==> src/rtl/controlador_microondas.sv <==
// Microwave oven controller: keypad M:SS entry, start/stop/door interlock,
// one-second countdown, magnetron enable and three 7-segment digit drivers.
module controlador_microondas #(
  parameter int CLKS_PER_SEC = 100
) (
  input  logic       clk,
  input  logic       clearn,
  input  logic       startn,
  input  logic       stopn,
  input  logic       door_closed,
  input  logic [9:0] keypad,
  output logic       mag_on,
  output logic [0:6] min_segs,
  output logic [0:6] sec_tens_segs,
  output logic [0:6] sec_ones_segs
);

  typedef enum logic {IDLE, COOK} state_t;

  localparam int CW = (CLKS_PER_SEC > 2) ? $clog2(CLKS_PER_SEC) : 1;
  localparam logic [CW-1:0] LAST = CW'(CLKS_PER_SEC - 1);

  state_t        state, state_n;
  logic [3:0]    mins, tens, ones;
  logic [3:0]    mins_n, tens_n, ones_n;
  logic [CW-1:0] cnt, cnt_n;
  logic [9:0]    key_q;
  logic [9:0]    edges;
  logic [3:0]    key_d;
  logic          nonzero;

  assign edges   = keypad & ~key_q;
  assign nonzero = |{mins, tens, ones};

  // Highest rising key index wins when several rise together.
  always_comb begin
    key_d = '0;
    for (int i = 0; i < 10; i++)
      if (edges[i]) key_d = 4'(i);
  end

  always_comb begin
    state_n = state;
    mins_n  = mins;
    tens_n  = tens;
    ones_n  = ones;
    cnt_n   = cnt;
    unique case (state)
      IDLE: begin
        if (edges != '0) begin
          mins_n = tens;
          tens_n = ones;
          ones_n = key_d;
        end
        if (!startn && stopn && door_closed && nonzero) begin
          state_n = COOK;
          cnt_n   = '0;
        end
      end
      COOK: begin
        if (!stopn || !door_closed) begin
          state_n = IDLE;
        end else if (cnt == LAST) begin
          cnt_n = '0;
          if (ones != 4'd0) begin
            ones_n = ones - 4'd1;
          end else if (tens != 4'd0) begin
            tens_n = tens - 4'd1;
            ones_n = 4'd9;
          end else if (mins != 4'd0) begin
            mins_n = mins - 4'd1;
            tens_n = 4'd5;
            ones_n = 4'd9;
          end
          if ({mins_n, tens_n, ones_n} == 12'd0) state_n = IDLE;
        end else begin
          cnt_n = cnt + 1'b1;
        end
      end
      default: state_n = IDLE;
    endcase
  end

  always_ff @(posedge clk or negedge clearn) begin
    if (!clearn) begin
      state  <= IDLE;
      mins   <= '0;
      tens   <= '0;
      ones   <= '0;
      cnt    <= '0;
      key_q  <= '0;
      mag_on <= 1'b0;
    end else begin
      state  <= state_n;
      mins   <= mins_n;
      tens   <= tens_n;
      ones   <= ones_n;
      cnt    <= cnt_n;
      key_q  <= keypad;
      mag_on <= (state_n == COOK);
    end
  end

  function automatic logic [0:6] seg7(input logic [3:0] d);
    case (d)
      4'd0:    seg7 = 7'b1111110;
      4'd1:    seg7 = 7'b0110000;
      4'd2:    seg7 = 7'b1101101;
      4'd3:    seg7 = 7'b1111001;
      4'd4:    seg7 = 7'b0110011;
      4'd5:    seg7 = 7'b1011011;
      4'd6:    seg7 = 7'b1011111;
      4'd7:    seg7 = 7'b1110000;
      4'd8:    seg7 = 7'b1111111;
      4'd9:    seg7 = 7'b1111011;
      default: seg7 = 7'b0000000;
    endcase
  endfunction

  assign min_segs      = seg7(mins);
  assign sec_tens_segs = seg7(tens);
  assign sec_ones_segs = seg7(ones);

endmodule

==> config.mk <==
export PLATFORM = sky130hd
export DESIGN_NAME = controlador_microondas
export DESIGN_NICKNAME = d
export VERILOG_FILES = /design/src/rtl/controlador_microondas.sv
export SDC_FILE = /design/constraint.sdc
export NUM_CORES = 1
export LEC_CHECK = 0
export BUFFER_PORTS_ARGS = -buffer_cell sky130_fd_sc_hd__buf_2
export CORE_MARGIN = 5
export CORE_UTILIZATION = 50
export CTS_CLUSTER_DIAMETER = 200
export DETAILED_ROUTE_END_ITERATION = 8
export PLACE_DENSITY = 0.7
export SLEW_MARGIN = 20
export SYNTH_ARGS = -nofsm -noshare
export SYNTH_HDL_FRONTEND = slang
export SYNTH_SLANG_ARGS = --single-unit
==> constraint.sdc <==
create_clock -name clk -period 3 [get_ports clk]
set_input_delay 0.15 -clock clk [delete_from_list [all_inputs] [get_ports clk]]
set_output_delay 0.15 -clock clk [all_outputs]
set_load 0.01 [all_outputs]
Word-level counts from Yosys, hierarchy flattened. Memory sizes are Yosys's and may differ from the RTL's. Cells that the tools add are included.

Word-level logic and storage cells: 84. RAM bits: 0. Latch bits: 0. Memories: 3. ROM bits: 336. Output and inout bits: 22. Bits in registers: 30.

$lt $le $gt $ge: 0. Equal/unequal tests: 5. Add/subtract/negate cells: 4. Reduce and logical (&&, ||, !) cells: 15. Bitwise gates (word level): 3. Shift-type cells: 0. Multiply operators: 0. Muxes and demuxes: 48. Div/mod/pow operators: 0.

Memories: (name not given) (words 16, width 7, rd ports 1, clocked after memory_dff 0, write ports 0, line 105) `case (d)`; (name not given) (words 16, width 7, rd ports 1, clocked after memory_dff 0, write ports 0, line 105); (name not given) (words 16, width 7, rd ports 1, clocked after memory_dff 0, write ports 0, line 105).

Operators with widths (count): 4-bit two-way mux (33); 4-bit case mux with 2 select lines (3); 7-bit two-way mux (3); 7-bit case mux with 2 select lines (1); 12-bit logical NOT (1); 4-bit nonzero test (3); 12-bit OR reduction (1); 4-bit by 1-bit subtractor with 4-bit output, second input constant (3); 10-bit bitwise AND (1); 10-bit inverter (1); 10-bit nonzero test (1); 7-bit by 1-bit adder with 7-bit output, second input constant (1); 7-bit == test, second input constant (1); 2-bit inequality test, second input constant (3); 1-bit two-way mux (5); 2-bit two-way mux (2); 1-bit logical AND (3); 1-bit logical NOT (3); 3-bit AND reduction (1); 2-bit by 1-bit inequality test with 1-bit output, second input constant (1); 1-bit case mux with 2 select lines (1); 2-bit AND reduction (1); 1-bit logical OR (1); 1-bit inverter (1).

Longest topological paths before layout. Gate-level depths: netlist of the first run.

Depth in word-level cells: 13. Mapped depth: 9.

Worst setup path after synthesis of the first run. OpenSTA, ideal clock, no wires.

Path type: register -> register. Start point: register ones[1]. End point: register state. Slack: 683 ps. Cell stages (with the launch flop): 10. Clock period less this slack: 2317 ps. Arrival time: 2177 ps. Cells stage by stage: dfrtp_1 clkbuf_1 inv_1 ha_1 or3b_1 buf_6 nor4_4 mux2_1 and4b_1 a31oi_1.

Word-level cells in the longest chain between the ends: 11.

Ends and longest elaborated chain: from (decl) (line 24) `logic [3:0] mins, tens, ones;`; from (signal assigned) (line 97) `ones <= ones_n;`; parallel branches: the longest is 10 deep, another holds 4-bit by 1-bit subtractor with 4-bit output; 1-bit case mux with 2 select lines * (line 48) `unique case (state)`; net state_n (line 23) `state_t state, state_n;`; to (signal assigned) (line 94) `state <= state_n;`; to (decl) (line 23).

Mark *: on every way through the listed nets, which the timed path passes. The select of a mux whose other input is x is not followed. A chain may end at the register's enable or synchronous reset.

Worst setup path after layout of the first run.
Start point: register ones[0]. End point: register state.

Same word-level chain as after synthesis.

==> out/metrics.yaml, run 1 <==
outcome:
  outcome: "complete, no violations"
route:
  final_antenna_net_count: 0
  via_count: 2165
  via_per_inst: 5.77
  wl_um: 5640
  drc: 0
  first_iter_violations: 204
  wl_per_cell_um: 15.1
  drt-pass1-iter-count: 4
worst_setup_path:
  crit_fanout: 11
  r2r_slack_ns: 0.38
  cp_cell_sequence: "inv_1, ha_1, or3b_1, nor4_4, mux2_1, and4b_1, a31oi_1"
  crit_slowest_cell: "or3b_1"
  cp_num_buf_inv: 1
  worst-r2r-cell-count: 7
  start_kind: "flop"
  critical_path_class: "reg -> reg"
  cp.required_ns: 3.14
  r2r_end: "state$_DFF_PN0_"
  end_kind: "flop"
  worstPathArrival_ns: 2.75
  r2r-start: "ones[0]$_DFFE_PN0P_"
  critical-path-max-stage-delay_ns: 0.59
  cp_top_family: "simple AND/OR/NAND/NOR gates"
synthesis:
  yosys_warnings: 0
  syn_inst: 278
  synth-seq-cells: 30
  syn_nets: 312
  synth.distinct_cells: 56
  syn_area_per_cell_sq_um: 8.46
  async_reset_ff_frac: 1.00
  synth_ff_type: "dfrtp_1"
  synth_area_sq_um: 2350
  ys_seq_area_frac: 0.319
  synth_edf_count: 0
timing:
  finalMaxSlewViolations: 0
  rsz0062_at_grt: "no"
  fin_crit_sh: 0.872
  setup_tns_ns: 0
  finClkSkew_ns: 0.00894
  setup_viol: 0
  fmax_mhz: 382
  max-slew-margin-rel: 0.546
  layout_min_cycle_time_ns: 2.62
  worstMarginPinSlew_ns: 0.681
  hold_viol_final: 0
min_path:
  hold_class: "in -> reg"
  hold_end: "cnt[0]$_DFFE_PN0P_"
  min_from: "door_closed"
  holdPathStages: 3
cts:
  cts_tree: "done"
  clk_path_buf_depth: 2
  ctsRootBufferMaster: "clkbuf_8"
  post_cts_buffers: 0
  insertion_delay_ns: 0.28
  cts_buffers: 5
  clock_sinks: 30
  htreeDepth: 2
  hold_buffers: 10
  clkTransAtPathRegs_ns: 0.07
  cts_resized: 0
global_route:
  grt_pass1_vias: 2104
  grt_pass1_wl_um: 9450
  grt_max_degree: 31
  grt_use_total: 0.191
  grt.overflow.total: 0
  antenna_found_initial: 0
die:
  die_h_um: 78.6
  pin_count: 37
  die-area_sq_um: 6170
  core_sq_um: 4630
  rows: 25
  die_x_um: 78.6
  initial_core_util: 0.508
cells_and_area:
  area_growth_pct: 16.4
  n_fill_cell: 415
  final_common_cell: "buf_2"
  nNetsFinal: 354
  final_layout_size_suffix_gt1_frac: 0.193
  design_area_sq_um: 2740
  final_cell_mix: "buf_2, dfrtp_1, o21ai_0"
  num_antenna_cells: 0
placed_design:
  globalplace.congestion: 0.859
  placed_cell_area_sq_um: 2530
  port_buffers: 36
  hpwl_um: 4010
power:
  ir_drop_v: 0.000384
  power_w: 0.00162
  p_per_area_nw_per_um2: 593
  p_leak_nw: 1.27
flow_run:
  cap_violations: 0
-- worst reg2reg max path, delay by kind of cell, from the launching register on --
family | cells | cell delay [ns]
simple gates | 3 | 1.07
flops | 1 | 0.50
mux | 1 | 0.38
fa+ha+maj | 1 | 0.28
buf+inv | 1 | 0.17
compound gates | 1 | 0.09
-- kinds of logic (layout without fill, tap and decap cells) --
| group | after synthesis | count (layout) | share of synthesized area |
|---|---|---|---|
| AO/OA/AOI/OAI | 89 | 89 | 0.242 |
| XOR/XNOR | 3 | 3 | 0.0112 |
| adder cells (fa/ha/maj) | 19 | 19 | 0.101 |
| buffers and inverters | 34 | 77 | 0.0686 |
| flip-flops | 30 | 30 | 0.319 |
| multiplexers | 8 | 8 | 0.0362 |
| AND/OR/NAND/NOR | 95 | 95 | 0.221 |
-- cells in the mapped netlist (5+ instances only) --
cell type | n | area, sq um
nor2_1 | 26 | 97.6
clkbuf_1 | 8 | 30.0
o22ai_1 | 7 | 43.8
nor3_1 | 7 | 35.0
inv_1 | 18 | 67.6
nor2b_1 | 12 | 75.1
a21oi_1 | 19 | 95.1
a21o_1 | 5 | 37.5
dfrtp_1 | 30 | 751
nand2_1 | 21 | 78.8
nand3_1 | 7 | 35.0
o21ai_0 | 28 | 140
o31ai_1 | 5 | 37.5
ha_1 | 19 | 238
-- flip-flops by register name, summed over array words and instances (netlist names) --
signal  cells
cnt         7
key_q      10
mins        4
ones        4
state       1
tens        4
-- report_power, final --
| part | internal, W | switching (W) |
|---|---|---|
| registers | 0.000451 | 0.000103 |
| logic | 0.000320 | 0.000413 |
| clock network | 0.000185 | 0.000152 |
| total | 0.000956 | 0.000668 |
-- layer usage --
metal,share of wire,global-route usage,wire [um]
met1,0.45,0.235,2520
met2,0.49,0.330,2760
met3,0.051,0.0344,287
met4,0.014,0.0769,81
met5,0,0,0
-- worst max path at each step --
stage                                    from               to  slack [ns]  cells after the start
final                     ones[0]$_DFFE_PN0P_  state$_DFF_PN0_        0.38                      7
after global placement    ones[0]$_DFFE_PN0P_  state$_DFF_PN0_        0.55                      7
after CTS                 ones[0]$_DFFE_PN0P_  state$_DFF_PN0_        0.43                      7
after global routing      ones[0]$_DFFE_PN0P_  state$_DFF_PN0_        0.26                      7
after detailed placement  ones[0]$_DFFE_PN0P_  state$_DFF_PN0_        0.44                      7
after floorplan           ones[1]$_DFFE_PN0P_  state$_DFF_PN0_        0.68                      9
-- per-stage QoR --
stage	std cells	hold slack [ns]	util	worst slack, ns
floorplan	278	-0.146	-	0.683
global placement	356	0.235	0.548	0.554
detailed placement	356	0.224	0.548	0.443
CTS	374	0.000630	0.589	0.428
global route	375	0.280	0.591	0.263
finish	375	0.254	0.591	0.385
-- final cells by class --
class	count	area (sq um)	share of cell area
Clock buffer	7	86.3	0.0316
Clock inverter	1	5.00	0.00183
Inverter	18	67.6	0.0247
Multi-Input combinational cell	214	1440	0.526
Sequential cell	30	751	0.274
Tap cell	54	67.6	0.0247
Timing Repair Buffer	51	320	0.117
Note: power is estimated with default switching activity, not from simulation.
==> run 2: changes to the inputs <==
Settings changed: ABC_AREA set to 1.
==> out/metrics.yaml, run 2 <==
placed_design:
  globalplace.congestion: 0.893
  placed_cell_area_sq_um: 2490
  hpwl_um: 4110
  port_buffers: 36
cts:
  clk_path_buf_depth: 2
  htreeDepth: 2
  clkTransAtPathRegs_ns: 0.07
  cts_buffers: 5
  clock_sinks: 30
  cts_tree: "done"
  insertion_delay_ns: 0.28
  post_cts_buffers: 0
  ctsRootBufferMaster: "clkbuf_8"
cells_and_area:
  design_area_sq_um: 2700
  nNetsFinal: 415
  reg_top3: "key_q (10), cnt (7)"
  num_antenna_cells: 0
  final_layout_size_suffix_gt1_frac: 0.165
  final_cell_mix: "nand2_1, nor2_1, inv_1"
  n_fill_cell: 414
  area_growth_pct: 18.4
  largest_reg_flops: 10
  regMostFlops: "key_q"
  final_common_cell: "nand2_1"
worst_setup_path:
  worstPathArrival_ns: 2.42
  r2r_end: "tens[1]$_DFFE_PN0P_"
  end_kind: "flop"
  start_kind: "flop"
  critical_path_class: "reg -> reg"
  worst-r2r-cell-count: 6
  r2r-start: "state$_DFF_PN0_"
  crit_fanout: 23
  cp.required_ns: 3.18
  r2r_slack_ns: 0.76
route:
  drc: 0
  via_count: 2253
  wl_per_cell_um: 12.6
  first_iter_violations: 195
  via_per_inst: 5.19
  wl_um: 5460
  drt-pass1-iter-count: 5
  final_antenna_net_count: 0
min_path:
  hold_class: "in -> reg"
  holdPathStages: 5
  hold_end: "cnt[0]$_DFFE_PN0P_"
  min_from: "door_closed"
die:
  die_h_um: 77.5
  core_sq_um: 4380
  die-area_sq_um: 6010
  pin_count: 37
  die_x_um: 77.5
  initial_core_util: 0.520
  rows: 24
global_route:
  grt_pass1_vias: 2242
  grt_use_total: 0.192
  antenna_found_initial: 0
  grt_max_degree: 31
  grt.overflow.total: 0
  grt_pass1_wl_um: 9650
synthesis:
  muxShareOfSynthArea: 0
  yosys.area.top_type: "dfrtp_1"
  yosys_warnings: 0
  syn_area_per_cell_sq_um: 6.87
  synth.distinct_cells: 29
  synth_top_family_by_area: "simple AND/OR/NAND/NOR gates"
  synth_top_area_frac: 0.329
  synth_area_sq_um: 2280
  synth_ff_type: "dfrtp_1"
  yosysMostFrequentCell: "nand2_1"
  ys_seq_area_frac: 0.329
  synth-seq-cells: 30
  synth_common_cells: "nand2_1, nor2_1, inv_1"
  synth-compound-area-share: 0.131
  synth_xor_area_frac: 0
  synth_simple_gate_area_frac: 0.352
  synthTopCellsByArea: "dfrtp_1, nand2_1, ha_1, nor2_1, inv_1"
  syn_inst: 332
  synth_edf_count: 0
  synthAdderAreaFrac: 0.104
  syn_nets: 366
  async_reset_ff_frac: 1.00
power:
  ir_drop_v: 0.000369
  p_leak_nw: 1.44
  p_per_area_nw_per_um2: 633
timing:
  finalMaxSlewViolations: 0
  setup_tns_ns: 0
  max-slew-margin-rel: 0.512
  rsz0062_at_grt: "no"
  finClkSkew_ns: 0.00366
  hold_viol_final: 0
  setup_viol: 0
  layout_min_cycle_time_ns: 2.24
  fin_crit_sh: 0.748
  worstMarginPinSlew_ns: 0.730
  fmax_mhz: 446
flow_run:
  cap_violations: 0
outcome:
  outcome: "complete, no violations"
[run 2: cell types whose count changed after synthesis, moves of 5 or more]
cell | before | now
inv_1 | 18 | 38
a21oi_1 | 19 | 10
a21o_1 | 5 | 0
nand2_1 | 21 | 93
nor2_1 | 26 | 50
clkbuf_1 | 8 | 2
o211ai_1 | 3 | 8
nand3_1 | 7 | 19
nor2b_1 | 12 | 0
o22ai_1 | 7 | 1
[run 2: kinds of logic after synthesis]
family	Yosys count
DFF	30
and+or+nand+nor	183
adders and majority gates	19
AOI/OAI and AO/OA	53
buffers and inverters	47
[run 2: final cells by class]
type / instances / area [sq um] / share of cell area
Sequential cell: 30 / 751 / 0.278
Multi-Input combinational cell: 255 / 1340 / 0.496
Timing Repair Buffer: 47 / 290 / 0.108
Inverter: 42 / 160 / 0.0593
Tap cell: 52 / 65.1 / 0.0241
Clock inverter: 2 / 12.5 / 0.00463
Clock buffer: 6 / 82.6 / 0.0306
[run 2: metal layers]
metal	GRT usage	routed length, um	up-vias
li1	-	-	1166
met5	0	0	-
met1	0.227	2310	1012
met3	0.0463	349	6
met2	0.336	2740	69
met4	0.0722	65	0
[run 2: worst max-delay path, stage by stage, from the launching register on]
cell      delay, ns
dfrtp_1        0.67
inv_2          0.25
nor2_1         0.19
nand2_1        0.10
nand3_1        0.56
o211ai_1       0.22
o21ai_0        0.14
[run 2: worst max-delay path by stage]
stage	depth (start not counted)	endpoint	from	slack, ns
2_1_floorplan	11	state$_DFF_PN0_	ones[0]$_DFFE_PN0P_	1.36
3_3_place_gp	6	tens[1]$_DFFE_PN0P_	state$_DFF_PN0_	0.78
3_5_place_dp	5	tens[1]$_DFFE_PN0P_	state$_DFF_PN0_	0.77
4_1_cts	6	tens[1]$_DFFE_PN0P_	state$_DFF_PN0_	0.75
5_1_grt	6	tens[1]$_DFFE_PN0P_	state$_DFF_PN0_	0.49
6_report	6	tens[1]$_DFFE_PN0P_	state$_DFF_PN0_	0.76
[run 2: metrics by stage]
step	hold WS [ns]	setup slack (ns)	power, W	utilization	instances
after global placement	0.225	0.777	0.00136	0.569	415
final	0.306	0.757	0.00171	0.616	434
after floorplan	-0.146	1.36	0.00109	-	332
after global routing	0.355	0.487	0.00186	0.616	434
after CTS	0.295	0.754	0.00173	0.616	434
after detailed placement	0.228	0.774	0.00137	0.569	415
[run 2: repair_timing]
item | in CTS | in global routing
hold buffers | 11 | 0
resized for setup | 0 | 0
endpoints found under the hold margin | 40 | 0
[run 2: report_power, final]
part | leakage, nW | internal, W | total, W | switching [W]
combinational | 1.02 | 0.000308 | 0.000823 | 0.000516
sequential | 0.372 | 0.000456 | 0.000545 | 0.0000886
clock | 0.0472 | 0.000184 | 0.000343 | 0.000158
==> run 3: changes to the inputs <==
Settings changed: ABC_AREA 1 to 0, PLACE_DENSITY 0.7 to 0.73.
Clock period 3 ns to 1.85 ns, I/O delays scaled along.
==> out/metrics.yaml, run 3 (same netlist as run 1, synthesis figures left out) <==
outcome:
  outcome: "complete, but fails checks"
  violations: "setup timing"
cts:
  cts_tree: "done"
  clkTransAtPathRegs_ns: 0.08
  clock_sinks: 30
  ctsRootBufferMaster: "clkbuf_8"
  cts_buffers: 5
  clk_path_buf_depth: 2
  insertion_delay_ns: 0.29
  htreeDepth: 2
global_route:
  grt_util_met3: 0.0275
  grt_use_total: 0.219
  grt_busiest_layer: "met2"
  grt_max_degree: 31
  grt.overflow.total: 0
  grt_pass1_wl_um: 10800
  grt_use_met1: 0.288
  met2_usage: 0.379
  grt_pass1_vias: 2259
  antenna_found_initial: 0
worst_setup_path:
  endpoint: "state$_DFF_PN0_"
  end_kind: "flop"
  r2r_end: "state$_DFF_PN0_"
  worstPathArrival_ns: 2.20
  start_kind: "flop"
  r2r_slack_ns: -0.20
  critPathLaunch: "ones[1]$_DFFE_PN0P_"
  cp.required_ns: 1.99
  crit_fanout: 7
  worst-r2r-cell-count: 9
  critical_path_class: "reg -> reg"
  r2r-start: "ones[1]$_DFFE_PN0P_"
cells_and_area:
  reg_top3: "key_q (10), cnt (7)"
  num_antenna_cells: 0
  largest_reg_flops: 10
  design_area_sq_um: 3400
  final_common_cell: "buf_4"
  final_cell_mix: "buf_4, buf_2, dfrtp_1"
  regMostFlops: "key_q"
  area_growth_pct: 44.5
  final_cell_count_no_fill: 427
  final_layout_size_suffix_gt1_frac: 0.397
  nNetsFinal: 406
route:
  wl_um: 7040
  drt-pass1-iter-count: 4
  drc: 0
  via_count: 2419
  first_iter_violations: 188
  final_antenna_net_count: 0
  wl_per_cell_um: 16.5
  via_per_inst: 5.67
timing:
  fin_crit_sh: 1.11
  layout_min_cycle_time_ns: 2.05
  worstMarginPinSlew_ns: 0.713
  hold_viol_final: 0
  fmax_mhz: 487
  fin_ws_ns: -0.201
  rsz0062_at_grt: "yes"
  setup_viol: 8
  finClkSkew_ns: 0.0148
  finalMaxSlewViolations: 0
  max-slew-margin-rel: 0.525
min_path:
  hold_class: "in -> reg"
  min_from: "door_closed"
placed_design:
  dp_cells: 396
  port_buffers: 36
  placed_cell_area_sq_um: 2890
  globalplace.congestion: 0.885
  hpwl_um: 4690
power:
  ir_drop_v: 0.000576
  p_per_area_nw_per_um2: 930
  p_leak_nw: 1.57
die:
  pin_count: 37
  die-area_sq_um: 6170
  rows: 25
  die_x_um: 78.6
  core_sq_um: 4630
  die_h_um: 78.6
  initial_core_util: 0.508
flow_run:
  cap_violations: 0
run 3: metrics by stage:
step | hold WS (ns) | setup WS [ns] | setup TNS (ns) | utilization | power [W]
3_3_place_gp | 0.172 | -0.0681 | -0.215 | 0.625 | 0.00230
5_1_grt | 0.151 | -0.290 | -1.51 | 0.734 | 0.00338
4_1_cts | 0.143 | -0.0873 | -0.226 | 0.671 | 0.00293
6_report | 0.155 | -0.201 | -0.481 | 0.734 | 0.00316
2_1_floorplan | -0.203 | -0.303 | -0.926 | - | 0.00176
3_5_place_dp | 0.181 | -0.119 | -0.440 | 0.625 | 0.00233
run 3: metal layers:
layer / wire (um) / up-vias
met2: 3560 / 90
met1: 3050 / 1143
li1: - / 1182
met5: 0 / -
met4: 40 / 0
met3: 389 / 4
run 3: cell type report:
class	count	area, sq um
Clock inverter	1	5.00
Clock buffer	7	86.3
Timing Repair Buffer	103	767
Multi-Input combinational cell	214	1640
Inverter	18	76.3
Sequential cell	30	753
Fill cell	345	1230
Tap cell	54	67.6
run 3: repair_timing:
item                       in CTS  in global routing
buffers inserted                0                 11
resized for setup               4                 41
pin swaps                       0                  6
setup endpoints to repair       9                 21
hold endpoints to repair       40                  0
cloned                          0                  1
hold buffers                   11                  0
run 3: worst max-delay path: stages (launching register included):
cell	delay (ns)
dfrtp_1	0.41
inv_4	0.08
ha_4	0.13
buf_4	0.14
nor3b_4	0.19
buf_6	0.17
nand3_1	0.08
mux2_2	0.30
nor3_1	0.23
a31oi_1	0.18
run 3: worst min-delay path by stage:
stage                              end  slack [ns]  cells after the start
finish              cnt[0]$_DFFE_PN0P_        0.16                      3
global route        cnt[0]$_DFFE_PN0P_        0.15                      3
CTS                 cnt[0]$_DFFE_PN0P_        0.14                      3
detailed placement  cnt[6]$_DFFE_PN0P_        0.18                      1
global placement    cnt[4]$_DFFE_PN0P_        0.17                      1
floorplan           cnt[0]$_DFFE_PN0P_       -0.20                      0
run 3: power by group:
| group | total (W) | switching, W | internal [W] |
|---|---|---|---|
| Combinational | 0.00178 | 0.000933 | 0.000848 |
| Clock | 0.000567 | 0.000267 | 0.000300 |
| Sequential | 0.000812 | 0.0000776 | 0.000734 |
